$ cat config.mk
export PLATFORM = sky130hd
export DESIGN_NAME = lut_loader
export DESIGN_NICKNAME = d
export VERILOG_FILES = /design/src/rtl/lut_loader_pkg.sv /design/src/rtl/lut_loader_rd_pipe.sv /design/src/rtl/lut_loader.sv
export SDC_FILE = /design/constraint.sdc
export NUM_CORES = 1
export LEC_CHECK = 0
export BUFFER_PORTS_ARGS = -buffer_cell sky130_fd_sc_hd__buf_2
export CORE_ASPECT_RATIO = 0.7
export CORE_MARGIN = 5
export CORE_UTILIZATION = 60
export DETAILED_ROUTE_END_ITERATION = 12
export PLACE_DENSITY = 0.88
export SLEW_MARGIN = 30
export SYNTH_ARGS = -nofsm -noshare
export SYNTH_HDL_FRONTEND = slang
export SYNTH_SLANG_ARGS = --single-unit
export TNS_END_PERCENT = 10
$ cat constraint.sdc
create_clock -name clk -period 7 [get_ports clk]
set_clock_uncertainty 0.1 [all_clocks]
set_input_delay 0.7 -clock clk [delete_from_list [all_inputs] [get_ports clk]]
set_output_delay 0.7 -clock clk [all_outputs]
set_load 0.01 [all_outputs]
$ cat src/rtl/lut_loader_pkg.sv
// lut_loader_pkg: shared states, LUT select codes and CMD byte layout (WR_CSUM exists only with LUT_LOADER_CHECKSUM_EN)
package lut_loader_pkg;
  typedef enum logic [3:0] {
    S_IDLE,
    S_ADDR_HI,
    S_ADDR_LO,
    S_LEN_HI,
    S_LEN_LO,
    S_WR_DATA,
`ifdef LUT_LOADER_CHECKSUM_EN
    S_WR_CSUM,
`endif
    S_RD_ADDR,
    S_RD_WAIT,
    S_RD_SEND,
    S_DONE
  } state_e;
  localparam int NUM_LUTS = 4;
  localparam logic [1:0] LUT_BPM1_I = 2'd0;
  localparam logic [1:0] LUT_BPM1_Q = 2'd1;
  localparam logic [1:0] LUT_BPM2_I = 2'd2;
  localparam logic [1:0] LUT_BPM2_Q = 2'd3;
  localparam int CMD_RD_BIT = 7;
  localparam int CMD_SEL_LSB = 0;
  localparam logic [7:0] CMD_RSVD_MASK = 8'h7C;
  localparam int LEN_W = 15;
  function automatic logic rx_state(state_e s);
    return !(s inside {S_RD_ADDR, S_RD_WAIT, S_RD_SEND, S_DONE});
  endfunction
endpackage

$ cat src/rtl/lut_loader_rd_pipe.sv
// lut_loader_rd_pipe: delays a read request by RD_LAT cycles, then captures the selected LUT's doutb
module lut_loader_rd_pipe
  import lut_loader_pkg::*;
#(
  parameter int DATA_W = 7,
  parameter int RD_LAT = 1
) (
  input  logic                             clk,
  input  logic                             rst,
  input  logic                             req_i,
  input  logic [1:0]                       sel_i,
  input  logic [NUM_LUTS-1:0][DATA_W-1:0]  dout_i,
  output logic                             cap_o,
  output logic [DATA_W-1:0]                data_o
);
  logic [RD_LAT-1:0] sr_q;
  logic [DATA_W-1:0] data_q;
  assign cap_o  = sr_q[RD_LAT-1];
  assign data_o = data_q;
  // request delay line; the word is latched when the request reaches the last stage
  always_ff @(posedge clk) begin
    if (rst) begin
      sr_q   <= '0;
      data_q <= '0;
    end else begin
      sr_q <= RD_LAT'({sr_q, req_i});
      if (cap_o) data_q <= dout_i[sel_i];
    end
  end
endmodule

$ cat src/rtl/lut_loader.sv
// lut_loader: byte-stream writer/readback engine for the four feedback LUTs; LUT_LOADER_CHECKSUM_EN adds a write-frame checksum trailer
module lut_loader
  import lut_loader_pkg::*;
#(
  parameter int ADDR_W = 15,
  parameter int DATA_W = 7,
  parameter int RD_LAT = 1
) (
  input  logic              clk,
  input  logic              rst,
  input  logic [7:0]        rx_data,
  input  logic              rx_valid,
  output logic              rx_ready,
  output logic [7:0]        tx_data,
  output logic              tx_valid,
  input  logic              tx_ready,
  output logic [DATA_W-1:0] bpm_lut_dinb,
  output logic [ADDR_W-1:0] bpm_lut_addrb,
  output logic              bpm1_i_lut_web,
  output logic              bpm1_q_lut_web,
  output logic              bpm2_i_lut_web,
  output logic              bpm2_q_lut_web,
  input  logic [DATA_W-1:0] bpm1_i_lut_doutb,
  input  logic [DATA_W-1:0] bpm1_q_lut_doutb,
  input  logic [DATA_W-1:0] bpm2_i_lut_doutb,
  input  logic [DATA_W-1:0] bpm2_q_lut_doutb,
  input  logic              clr_err,
  output logic              busy,
  output logic              done,
  output logic              proto_err
);
`ifdef LUT_LOADER_CHECKSUM_EN
  localparam state_e WR_END = S_WR_CSUM;
  logic [7:0] csum_q;
`else
  localparam state_e WR_END = S_DONE;
`endif
  state_e              state_q, state_d;
  logic                rd_q;
  logic [1:0]          sel_q;
  logic [ADDR_W-1:0]   addr_q, addrb_q;
  logic [LEN_W-1:0]    cnt_q;
  logic [DATA_W-1:0]   dinb_q, rd_word;
  logic [NUM_LUTS-1:0] web_q;
  logic                rx_ready_q, tx_valid_q, busy_q, done_q, err_q;
  logic                acc, cap, last, bad_cmd, err_set;
  assign acc     = rx_valid & rx_ready_q;
  assign last    = cnt_q == '0;
  assign bad_cmd = (rx_data & CMD_RSVD_MASK) != 8'h00;
`ifdef LUT_LOADER_CHECKSUM_EN
  assign err_set = acc & ((state_q == S_IDLE & bad_cmd) | (state_q == S_WR_CSUM & rx_data != csum_q));
`else
  assign err_set = acc & state_q == S_IDLE & bad_cmd;
`endif
  assign rx_ready       = rx_ready_q;
  assign tx_valid       = tx_valid_q;
  assign tx_data        = {{(8-DATA_W){1'b0}}, rd_word};
  assign bpm_lut_dinb   = dinb_q;
  assign bpm_lut_addrb  = addrb_q;
  assign bpm1_i_lut_web = web_q[LUT_BPM1_I];
  assign bpm1_q_lut_web = web_q[LUT_BPM1_Q];
  assign bpm2_i_lut_web = web_q[LUT_BPM2_I];
  assign bpm2_q_lut_web = web_q[LUT_BPM2_Q];
  assign busy           = busy_q;
  assign done           = done_q;
  assign proto_err      = err_q;

  lut_loader_rd_pipe #(.DATA_W(DATA_W), .RD_LAT(RD_LAT)) u_rd_pipe (
    .clk    (clk),
    .rst    (rst),
    .req_i  (state_q == S_RD_ADDR),
    .sel_i  (sel_q),
    .dout_i ({bpm2_q_lut_doutb, bpm2_i_lut_doutb, bpm1_q_lut_doutb, bpm1_i_lut_doutb}),
    .cap_o  (cap),
    .data_o (rd_word)
  );

  // frame sequencing: header bytes, then either the write data stream or the read/send loop
  always_comb begin
    state_d = state_q;
    case (state_q)
      S_IDLE:    if (acc && !bad_cmd) state_d = S_ADDR_HI;
      S_ADDR_HI: if (acc) state_d = S_ADDR_LO;
      S_ADDR_LO: if (acc) state_d = S_LEN_HI;
      S_LEN_HI:  if (acc) state_d = S_LEN_LO;
      S_LEN_LO:  if (acc) state_d = rd_q ? S_RD_ADDR : S_WR_DATA;
      S_WR_DATA: if (acc && last) state_d = WR_END;
`ifdef LUT_LOADER_CHECKSUM_EN
      S_WR_CSUM: if (acc) state_d = S_DONE;
`endif
      S_RD_ADDR: state_d = S_RD_WAIT;
      S_RD_WAIT: if (cap) state_d = S_RD_SEND;
      S_RD_SEND: if (tx_ready) state_d = last ? S_DONE : S_RD_ADDR;
      default:   state_d = S_IDLE;
    endcase
  end

  // state, registered handshake/status outputs, header capture and LUT port-B drive
  always_ff @(posedge clk) begin
    if (rst) begin
      state_q    <= S_IDLE;
      rd_q       <= 1'b0;
      sel_q      <= '0;
      addr_q     <= '0;
      addrb_q    <= '0;
      cnt_q      <= '0;
      dinb_q     <= '0;
      web_q      <= '0;
      rx_ready_q <= 1'b0;
      tx_valid_q <= 1'b0;
      busy_q     <= 1'b0;
      done_q     <= 1'b0;
      err_q      <= 1'b0;
`ifdef LUT_LOADER_CHECKSUM_EN
      csum_q     <= '0;
`endif
    end else begin
      state_q    <= state_d;
      rx_ready_q <= rx_state(state_d);
      tx_valid_q <= state_d == S_RD_SEND;
      busy_q     <= state_d != S_IDLE;
      done_q     <= state_d == S_DONE;
      err_q      <= err_set | (err_q & ~clr_err);
      web_q      <= '0;
`ifdef LUT_LOADER_CHECKSUM_EN
      if (acc) csum_q <= state_q == S_IDLE ? rx_data : csum_q + rx_data;
`endif
      if (acc) begin
        case (state_q)
          S_IDLE: begin
            rd_q  <= rx_data[CMD_RD_BIT];
            sel_q <= rx_data[CMD_SEL_LSB +: 2];
          end
          S_ADDR_HI: addr_q[ADDR_W-1:8] <= rx_data[ADDR_W-9:0];
          S_ADDR_LO: addr_q[7:0] <= rx_data;
          S_LEN_HI:  cnt_q[LEN_W-1:8] <= rx_data[LEN_W-9:0];
          S_LEN_LO:  cnt_q[7:0] <= rx_data;
          S_WR_DATA: begin
            addrb_q <= addr_q;
            dinb_q  <= rx_data[DATA_W-1:0];
            web_q   <= NUM_LUTS'(1) << sel_q;
            addr_q  <= addr_q + ADDR_W'(1);
            cnt_q   <= cnt_q - LEN_W'(1);
          end
          default: ;
        endcase
      end
      if (state_q == S_RD_SEND && tx_ready) begin
        addr_q <= addr_q + ADDR_W'(1);
        cnt_q  <= cnt_q - LEN_W'(1);
      end
      if (state_d == S_RD_ADDR) addrb_q <= state_q == S_RD_SEND ? addr_q + ADDR_W'(1) : addr_q;
    end
  end
endmodule

# After elaboration in Yosys (flattened, before gate mapping)
# Cells that the tools add are included.
# totals
regBits	76
input_bits	41
output_inout_bits	39
elab_cells	91
# classes
addsub	2
magnitude_cmp	1
eq_ne	12
shift	1
muxes	25
bitwise_logic	8
n_reduce_logical	25
# op_table
op	count
$mux 15	8
$mux 4	9
$pmux 4 s9	1
$pmux 8 s2	2
$pmux 7 s2	2
$eq 4x3->1 const B	6
$add 15x1->15 const B	1
$logic_not 15->1	1
$sub 15x1->15 const B	1
$bmux 7 s2	1
$reduce_and 2->1	7
$eq 4x4->1 const B	3
$reduce_bool 3->1	4
$eq 4x2->1 const B	2
$reduce_bool 4->1	2
$reduce_bool 8->1	1
$mux 7	1
$reduce_bool 2->1	3
$and 1x1->1	4
$eq 4x1->1 const B	1
$logic_not 4->1	1
$shl 1x2->4 const A	1
$logic_and 1x1->1	3
$lt 2x3->1 const B	1
other kinds (5)	8

# Longest topological paths before layout
# Gate-level depths: netlist of the first run.
# depth
ltp_word	8
depth_mapped	11
mapped_depth_nobuf	9

# By module
# From an unflattened synthesis of the first run, not the netlist that was laid out.
# hier_totals
hier_cells	518
area_unflattened_um2	4134.0
# by_module_without_submodules
mod	instances	cells_per_inst	area_per_inst_um2	seq_area_each_um2
lut_loader	1	476	3658.5	1361.3
lut_loader_rd_pipe	1	42	475.5	160.2

# Worst setup path after synthesis of the first run
# OpenSTA, ideal clock, no wires.
# synth_path
path_kind	input port to flip-flop
startpoint	input port rx_valid
endpoint	register addrb_q[12], in the netlist bpm_lut_addrb[12]
setup_ns	0.118
arrival_time_ns	2.215
required_ns	6.782
setup_slack_ns	4.568
stages	8
path_buffers	1
cell_sequence	nand2_2 > mux2_2 > a21oi_1 > o221ai_2 > nor3_4 > buf_6 > a21oi_1 > o2111a_1
# synth_between
elab_chain_len	7
elab_cells_between_ends	15
cone_classes	eq/ne: 1; mux: 8; bitwise: 1; reduce/logical: 5
# synth_lines
item	line	source
from (decl)	lut_loader.sv:12	input logic rx_valid,
$and 1x1->1 (*)	lut_loader.sv:47	assign acc = rx_valid & rx_ready_q;
$logic_and 1x1->1, on equally long branches	lut_loader.sv:87, lut_loader.sv:82	
$mux 4, on equally long branches	lut_loader.sv:87, lut_loader.sv:82	
$pmux 4 s9	lut_loader.sv:81	case (state_q)
$eq 4x3->1	lut_loader.sv:152	if (state_d == S_RD_ADDR) addrb_q <= state_q == S_RD_SEND ? addr_q + ADDR_W'(1) : addr_q;
$reduce_bool 2->1 (no source line)	-	
$reduce_and 2->1 (no source line)	-	
to (signal assigned)	lut_loader.sv:139	addrb_q <= addr_q;
to (signal assigned)	lut_loader.sv:152	
to (decl)	lut_loader.sv:41	logic [ADDR_W-1:0] addr_q, addrb_q;
# Mark *: on every way between the ends. The rest lies on a longest branch, timed or not.
# A chain may end at the register's enable or synchronous reset.

# Final worst setup path of the first run
# layout_path
startpoint	register state_q[0]
endpoint	register addrb_q[1], in the netlist bpm_lut_addrb[1]
# layout_between
elab_chain_len	5
elab_cells_between_ends	24
cone_classes	eq/ne: 9; mux: 11; reduce/logical: 4
# layout_lines
item	line	source
from (decl)	lut_loader.sv:38	state_e state_q, state_d;
from (signal assigned)	lut_loader.sv:118	state_q <= state_d;
$eq 4x4->1 (tied with other cells)	lut_loader.sv:81, lut_loader.sv:152	
$pmux 4 s9	lut_loader.sv:81	
$eq 4x3->1	lut_loader.sv:152	
$reduce_bool 2->1 (no source line)	-	
$reduce_and 2->1 (no source line)	-	
# Several ways; a longest one is shown, not always the timed one.

==> results of run 1 <==
==> final timing paths <==
| check | slack (ns) | end | start |
|---|---|---|---|
| worst max-delay path | 3.81 | bpm_lut_addrb[1] | state_q[0] |
| worst min-delay path | 0.36 | bpm_lut_dinb[1] | bpm_lut_dinb[1] |
| worst max register to register | 3.81 | bpm_lut_addrb[1] | state_q[0] |
| worst min register to register | 0.36 | bpm_lut_dinb[1] | bpm_lut_dinb[1] |
==> area by class of cell <==
type,instances,area [um^2]
multi-input cells,389,2415
fillers,572,2036
flip-flops and latches,76,1521
repair buffers,82,420.4
clock buffers,10,137.6
well taps,94,117.6
clock inverters,6,63.81
inverters,12,45.04
==> synth_stat cells (all sizes together), types with 8 or more instances <==
cell type	instances	area [um^2]
a21oi	51	274.0
a22oi	19	142.6
a311oi	9	78.83
and3	10	62.56
buf	17	118.9
clkbuf	21	78.83
dfxtp	76	1521
inv	12	45.04
mux2i	8	80.08
nand2	61	231.5
nand3	17	97.60
nor2	70	265.3
nor3	10	61.31
o21ai	36	183.9
o31ai	8	65.06
==> layout by cell type, fill, tap and decap left out, drive strengths merged, types with 7 or more instances in the layout <==
cell type,count
dfxtp,76
nor3,10
o311a,7
inv,12
nand3,17
and3,10
buf,82
nand2,61
o31ai,8
a21oi,51
mux4,7
clkbuf,10
a22oi,19
nor2,70
a311oi,9
o21ai,36
mux2i,8
==> per-layer routing <==
| layer | vias up | share of wire [%] | track usage, % | wire (um) |
|---|---|---|---|---|
| li1 | 2008 | - | - | - |
| met1 | 1953 | 44 | 36.53 | 5087 |
| met2 | 186 | 45 | 40.50 | 5171 |
| met3 | 22 | 9.0 | 7.922 | 1032 |
| met4 | 0 | 2.0 | 7.970 | 231 |
| met5 | - | 0 | 0 | 0 |
==> power breakdown <==
group / internal [W] / switching [W] / total, W / leakage [nW]
registers: 0.000435 / 0.00000692 / 0.000442 / 0.613
logic: 0.0000265 / 0.0000328 / 0.0000593 / 1.21
clock network: 0.000174 / 0.000166 / 0.000339 / 0.0983
total: 0.000636 / 0.000205 / 0.000841 / 1.92
==> cells by family (layout without fill, tap and decap cells) <==
kind of cell             count (synthesis)  count (layout)
buffers and inverters                   50             110
adder cells (fa/ha/maj)                  2               2
AO/OA/AOI/OAI                          162             162
flip-flops                              76              76
other                                    1               1
multiplexers                            16              16
AND/OR/NAND/NOR                        208             208
==> stage by stage <==
step                      cell area [um^2]  hold WS, ns
after CTS                             4721       0.3565
after global routing                  4721       0.3678
final                                 4721       0.3560
after global placement                4519       0.3405
after detailed placement              4519       0.3451
after floorplan                       4179       0.3457
==> critical path, delay by kind of cell, from the launching register on <==
kind / cells / cell delay [ns]
simple gates: 3 / 1.28
compound gates: 3 / 1.07
flops: 1 / 0.65
==> registers in the layout (all words and copies together) (netlist names) <==
| register | count |
|---|---|
| addr_q | 15 |
| bpm_lut_addrb | 15 |
| bpm_lut_dinb | 7 |
| busy | 1 |
| cnt_q | 15 |
| done | 1 |
| proto_err | 1 |
| rd_q | 1 |
| rx_ready | 1 |
| sel_q | 2 |
| state_q | 4 |
| tx_valid | 1 |
| u_rd_pipe.cap_o | 1 |
| u_rd_pipe.data_o | 7 |
| web_q | 4 |
==> flow_metrics.env, run 1 <==
export IMPL_achievable_frequency_ghz=0.3139
export IMPL_cts_max_path_buffers=2
export IMPL_cts_buffers=9
export IMPL_drt_total_wl_um=11520
export IMPL_cp_start_kind="flip-flop"
export IMPL_total_leakage_power_nw=1.917
export IMPL_final_nets=613
export IMPL_synthesis_instances=515
export IMPL_grt_max_degree=69
export IMPL_synth_top_family_by_area="compound AO/OA/AOI/OAI gates"
export IMPL_groute_usage_overall_pct=26.68
export IMPL_clk_pin_slew_worst_paths_ns=0.08
export IMPL_synthDistinctLibCells=72
export IMPL_post_synthesis_sequential_element_count=76
export IMPL_critical_path_max_fanout=26
export IMPL_synth_area_um2=4179
export IMPL_ant_diodes=0
export IMPL_maximum_capacitance_violations=0
export IMPL_worstPathCellList="nand3b_1 -> a21oi_2 -> a21oi_1 -> nor3_4 -> nand2b_4 -> o221a_1"
export IMPL_min_path_cells=2
export IMPL_clkSinkCount=76
export IMPL_route_detailed_drc=0
export IMPL_final_core_util_pct=69.87
export IMPL_worst_max_slew_margin_expressed_relative_to_the_limit_pct=37.67
export IMPL_ir_worst_vdd_v=0.00009856
export IMPL_status="completed"
export IMPL_fp_dieH_um=79.83
export IMPL_power_per_cell_area_nw_per_um2=178.1
export IMPL_yosys_area_share_adder_pct=0.5988
export IMPL_fin_setup_tns_ns=0
export IMPL_syn2layout_area_growth_pct=12.96
export IMPL_detail_route_iter0_violations=377
export IMPL_grt_pass1_vias=3742
export IMPL_average_wire_length_per_cell_after_detail_routing_um=17.22
export IMPL_die_area_um2=8761
export IMPL_worstSetupEndpointType="flip-flop"
export IMPL_count_of_cells_resized_by_post_cts_repair=0
export IMPL_synth_edff_count=0
export IMPL_final_cells=669
export IMPL_tritoncts_clock_tree="built"
export IMPL_io_buffers=78
export IMPL_hold_viol=0
export IMPL_ratio_of_cells_with_drive_above_1_in_the_final_layout_pct=21.74
export IMPL_syn_avg_cell_area_um2=8.115
export IMPL_design_core_area_um2=6756
export IMPL_timing_critical_path_slowest_cell_delay_ns=0.76
export IMPL_crit_path_top_delay_cell="sky130_fd_sc_hd__nor3_4"
export IMPL_ys_dominant_reg_cell="sky130_fd_sc_hd__dfxtp_1"
export IMPL_floorplan_io_pins=80
export IMPL_crit_required_ns=7.20
export IMPL_grt_antenna_before_repair=0
export IMPL_clock_latency_ns=0.35
export IMPL_worstMarginPinSlew_ns=0.9320
export IMPL_synthMuxAreaShare_pct=5.958
export IMPL_post_cts_repair_setup_buffers=0
export IMPL_floorplan_initialDensity_pct=61.85
export IMPL_synth_seq_area_share_pct=36.41
export IMPL_ant_nets=0
export IMPL_post_route_min_period_ns=3.186
export IMPL_rsz0062_at_grt="false"
export IMPL_critical_path_class="flip-flop to flip-flop"
export IMPL_hp_class="flip-flop to flip-flop"
export IMPL_synth_fp_nets=558
export IMPL_totalPowerFinal_w=0.0008410
export IMPL_drt_pass1_iter_count=5
export IMPL_holdBufCountCts=0
export IMPL_rr_worst_depth=6
export IMPL_vias=4169
export IMPL_grt_pass1_wl_um=18570
export IMPL_final_wtd_congestion=0.9037
export IMPL_fin_ws_ns=3.814
export IMPL_finalMaxSlewViolations=0
export IMPL_global_route_total_overflow=0
export IMPL_fraction_of_the_mapped_netlist_area_in_compound_gates_pct=26.44
export IMPL_post_route_period_util_pct=45.52
export IMPL_detail_route_vias_per_cell=6.232
export IMPL_root_buf_cell="sky130_fd_sc_hd__clkbuf_8"
export IMPL_row_count=25
export IMPL_final_setup_viol_count=0
export IMPL_yosys_area_share_xor_xnor_pct=0
export IMPL_synthSimpleGateAreaFrac_pct=24.70
export IMPL_cp_arrival_ns=3.39
export IMPL_placement_setup_worst_slack_ns=3.698
export IMPL_die_width_um=109.8
export IMPL_place_inst=653
export IMPL_async_reset_ff_share_pct=0
export IMPL_yosys_warnings=0
export IMPL_cts_htree_levels=3
export IMPL_dp_hpwl_um=8036
(Power assumes the default switching activity.)
==> run 2: changes to the inputs <==
Settings changed: CORE_UTILIZATION 60 to 50, PLACE_DENSITY 0.88 to 0.78.
Clock period 7 ns to 2.7 ns, I/O delays scaled along.
==> run 2 against run 1 <==
  * Clock-buffer cell count stayed put
  * Combinational power grew to 2.6 times the previous value
  * Critical path depth is 4 higher
  * Sequential cell count stayed put
  * Sequential power grew to 2.6 times the previous value
  * Global-route usage is 3.7 points lower
  * Total power grew to 3.0 times the previous value
  * Final area is 4.0% higher
  * Worst hold slack worse by 0.25 ns
  * Critical path type unchanged
  * Critical endpoint is now bpm_lut_addrb[12]
==> flow_metrics.env, run 2 (synthesized netlist as in run 1, its figures left out) <==
export IMPL_power_per_cell_area_nw_per_um2=507.2
export IMPL_holdBufCountCts=0
export IMPL_critical_path_max_fanout=26
export IMPL_cp_arrival_ns=2.69
export IMPL_ratio_of_cells_with_drive_above_1_in_the_final_layout_pct=22.85
export IMPL_final_fill_count=707
export IMPL_power_share_combinational_pct=6.3
export IMPL_cp_start_kind="flip-flop"
export IMPL_grt_max_degree=57
export IMPL_post_route_min_period_ns=2.560
export IMPL_final_common_cell="sky130_fd_sc_hd__buf_2"
export IMPL_clkSinkCount=76
export IMPL_detail_route_iter0_violations=469
export IMPL_power_frac_seq_pct=46.1
export IMPL_vias=4204
export IMPL_floorplan_initialDensity_pct=52.20
export IMPL_groute_usage_overall_pct=22.95
export IMPL_cts_htree_levels=3
export IMPL_ant_nets=0
export IMPL_route_detailed_drc=0
export IMPL_row_count=27
export IMPL_io_buffers=78
export IMPL_cts_buffers=9
export IMPL_drt_total_wl_um=12010
export IMPL_total_leakage_power_nw=2.016
export IMPL_ir_worst_vdd_v=0.0002961
export IMPL_syn2layout_area_growth_pct=17.51
export IMPL_floorplan_io_pins=80
export IMPL_final_core_util_pct=61.34
export IMPL_totalPowerFinal_w=0.002491
export IMPL_finalMaxSlewViolations=0
export IMPL_design_core_area_um2=8006
export IMPL_crit_required_ns=2.83
export IMPL_final_setup_viol_count=0
export IMPL_final_nets=621
export IMPL_p_clk_share_pct=47.6
export IMPL_worst_hold_startpoint="rx_data[2]"
export IMPL_hp_class="primary input to flip-flop"
export IMPL_grt_pass1_wl_um=19380
export IMPL_die_width_um=119.3
export IMPL_post_cts_repair_setup_buffers=0
export IMPL_detail_route_vias_per_cell=6.155
export IMPL_worst_max_slew_margin_expressed_relative_to_the_limit_pct=40.66
export IMPL_hold_viol=0
export IMPL_final_wtd_congestion=0.9233
export IMPL_rsz0062_at_grt="false"
export IMPL_dp_hpwl_um=8589
export IMPL_r2r_start="cnt_q[0]"
export IMPL_critical_path_startpoint="cnt_q[0]"
export IMPL_worstMarginPinSlew_ns=0.8848
export IMPL_drt_pass1_iter_count=5
export IMPL_fin_setup_tns_ns=0
export IMPL_post_route_period_util_pct=94.82
export IMPL_fp_dieH_um=86.49
export IMPL_cts_max_path_buffers=2
export IMPL_status="completed"
export IMPL_die_area_um2=10320
export IMPL_maximum_capacitance_violations=0
export IMPL_count_of_cells_resized_by_post_cts_repair=0
export IMPL_worstPathCellList="inv_1 -> ha_1 -> nor4b_4 -> nand4_2 -> nor2b_1 -> a21oi_4 -> nor3_4 -> buf_12 -> or3_1 -> o2111a_1"
export IMPL_worstSetupEndpointType="flip-flop"
export IMPL_clk_pin_slew_worst_paths_ns=0.06
export IMPL_grt_antenna_before_repair=0
export IMPL_grt_pass1_vias=3876
export IMPL_netSwitchingFraction_pct=22.45
export IMPL_global_route_total_overflow=0
export IMPL_layout_cells_most_common_list="78 x sky130_fd_sc_hd__buf_2, 76 x sky130_fd_sc_hd__dfxtp_1, 69 x sky130_fd_sc_hd__nor2_1, 60 x sky130_fd_sc_hd__nand2_1, 48 x sky130_fd_sc_hd__a21oi_1"
export IMPL_tritoncts_clock_tree="built"
export IMPL_ant_diodes=0
export IMPL_clock_latency_ns=0.33
export IMPL_root_buf_cell="sky130_fd_sc_hd__clkbuf_16"
export IMPL_critical_path_class="flip-flop to flip-flop"
export IMPL_crit_path_top_delay_cell="sky130_fd_sc_hd__dfxtp_1"
export IMPL_achievable_frequency_ghz=0.3906
export IMPL_average_wire_length_per_cell_after_detail_routing_um=17.58
export IMPL_timing_critical_path_slowest_cell_delay_ns=0.34
export IMPL_internal_power_w=0.001932
export IMPL_power_switching_w=0.0005591
-- run 2: cell count changes in the layout (fill, tap and decap cells not counted) --
cell                         previous run  this run
sky130_fd_sc_hd__nor4_2                 0         1
sky130_fd_sc_hd__buf_4                  4        10
sky130_fd_sc_hd__nor4_1                 3         2
sky130_fd_sc_hd__buf_12                 0         2
sky130_fd_sc_hd__clkbuf_16              0         9
sky130_fd_sc_hd__clkinvlp_4             2         1
sky130_fd_sc_hd__clkinv_4               1         0
sky130_fd_sc_hd__clkbuf_8              10         1
sky130_fd_sc_hd__clkinv_2               2         3
-- run 2: final timing paths --
| path | to | slack (ns) | cells past startpoint |
|---|---|---|---|
| setup / recovery | bpm_lut_addrb[12] | 0.14 | 10 |
| hold / removal | bpm_lut_dinb[2] | 0.11 | 3 |
| setup reg to reg | bpm_lut_addrb[12] | 0.14 | 10 |
| hold reg to reg | bpm_lut_dinb[1] | 0.36 | 2 |
-- run 2: per-stage QoR --
| stage | hold slack [ns] | setup WS, ns | cells | instance area (um^2) |
|---|---|---|---|---|
| final | 0.1057 | 0.1400 | 683 | 4911 |
| after global placement | 0.3380 | 0.3487 | 668 | 4613 |
| after detailed placement | 0.3592 | 0.2462 | 668 | 4613 |
| after floorplan | 0.3060 | 0.5010 | 515 | 4179 |
| after CTS | 0.1006 | 0.1543 | 683 | 4905 |
| after global routing | 0.1146 | 0.02858 | 683 | 4911 |
-- run 2: power by group through the flow --
stage	Combinational, W	Clock [W]	Sequential, W
after global placement	0.000151	0	0.00117
after CTS	0.000155	0.00120	0.00115
after detailed placement	0.000154	0	0.00117
final	0.000157	0.00119	0.00115
after floorplan	0.0000983	0	0.00116
after global routing	0.000170	0.00125	0.00115
-- run 2: critical path: cells and delay by family (launching register included) --
family | cells | cell delay [ns]
DFF | 1 | 0.34
buffers and inverters | 2 | 0.30
AOI/OAI and AO/OA | 2 | 0.32
adders and majority gates | 1 | 0.22
and+or+nand+nor | 5 | 1.15
-- run 2: area by class of cell --
cell class	instances	area, um^2	area share (%)
Sequential cell	76	1521	30.98
Inverter	12	45.04	0.9172
Multi-Input combinational cell	389	2421	49.30
Clock buffer	10	239.0	4.866
Clock inverter	5	52.55	1.070
Tap cell	101	126.4	2.573
Timing Repair Buffer	90	505.5	10.29
-- run 2: routing by layer --
metal | track usage (%) | share of wire (%) | up-vias
met3 | 5.349 | 8.5 | 15
li1 | - | - | 2020
met1 | 31.85 | 46 | 1973
met5 | 0 | 0 | -
met2 | 35.93 | 45 | 196
met4 | 6.519 | 1.2 | 0
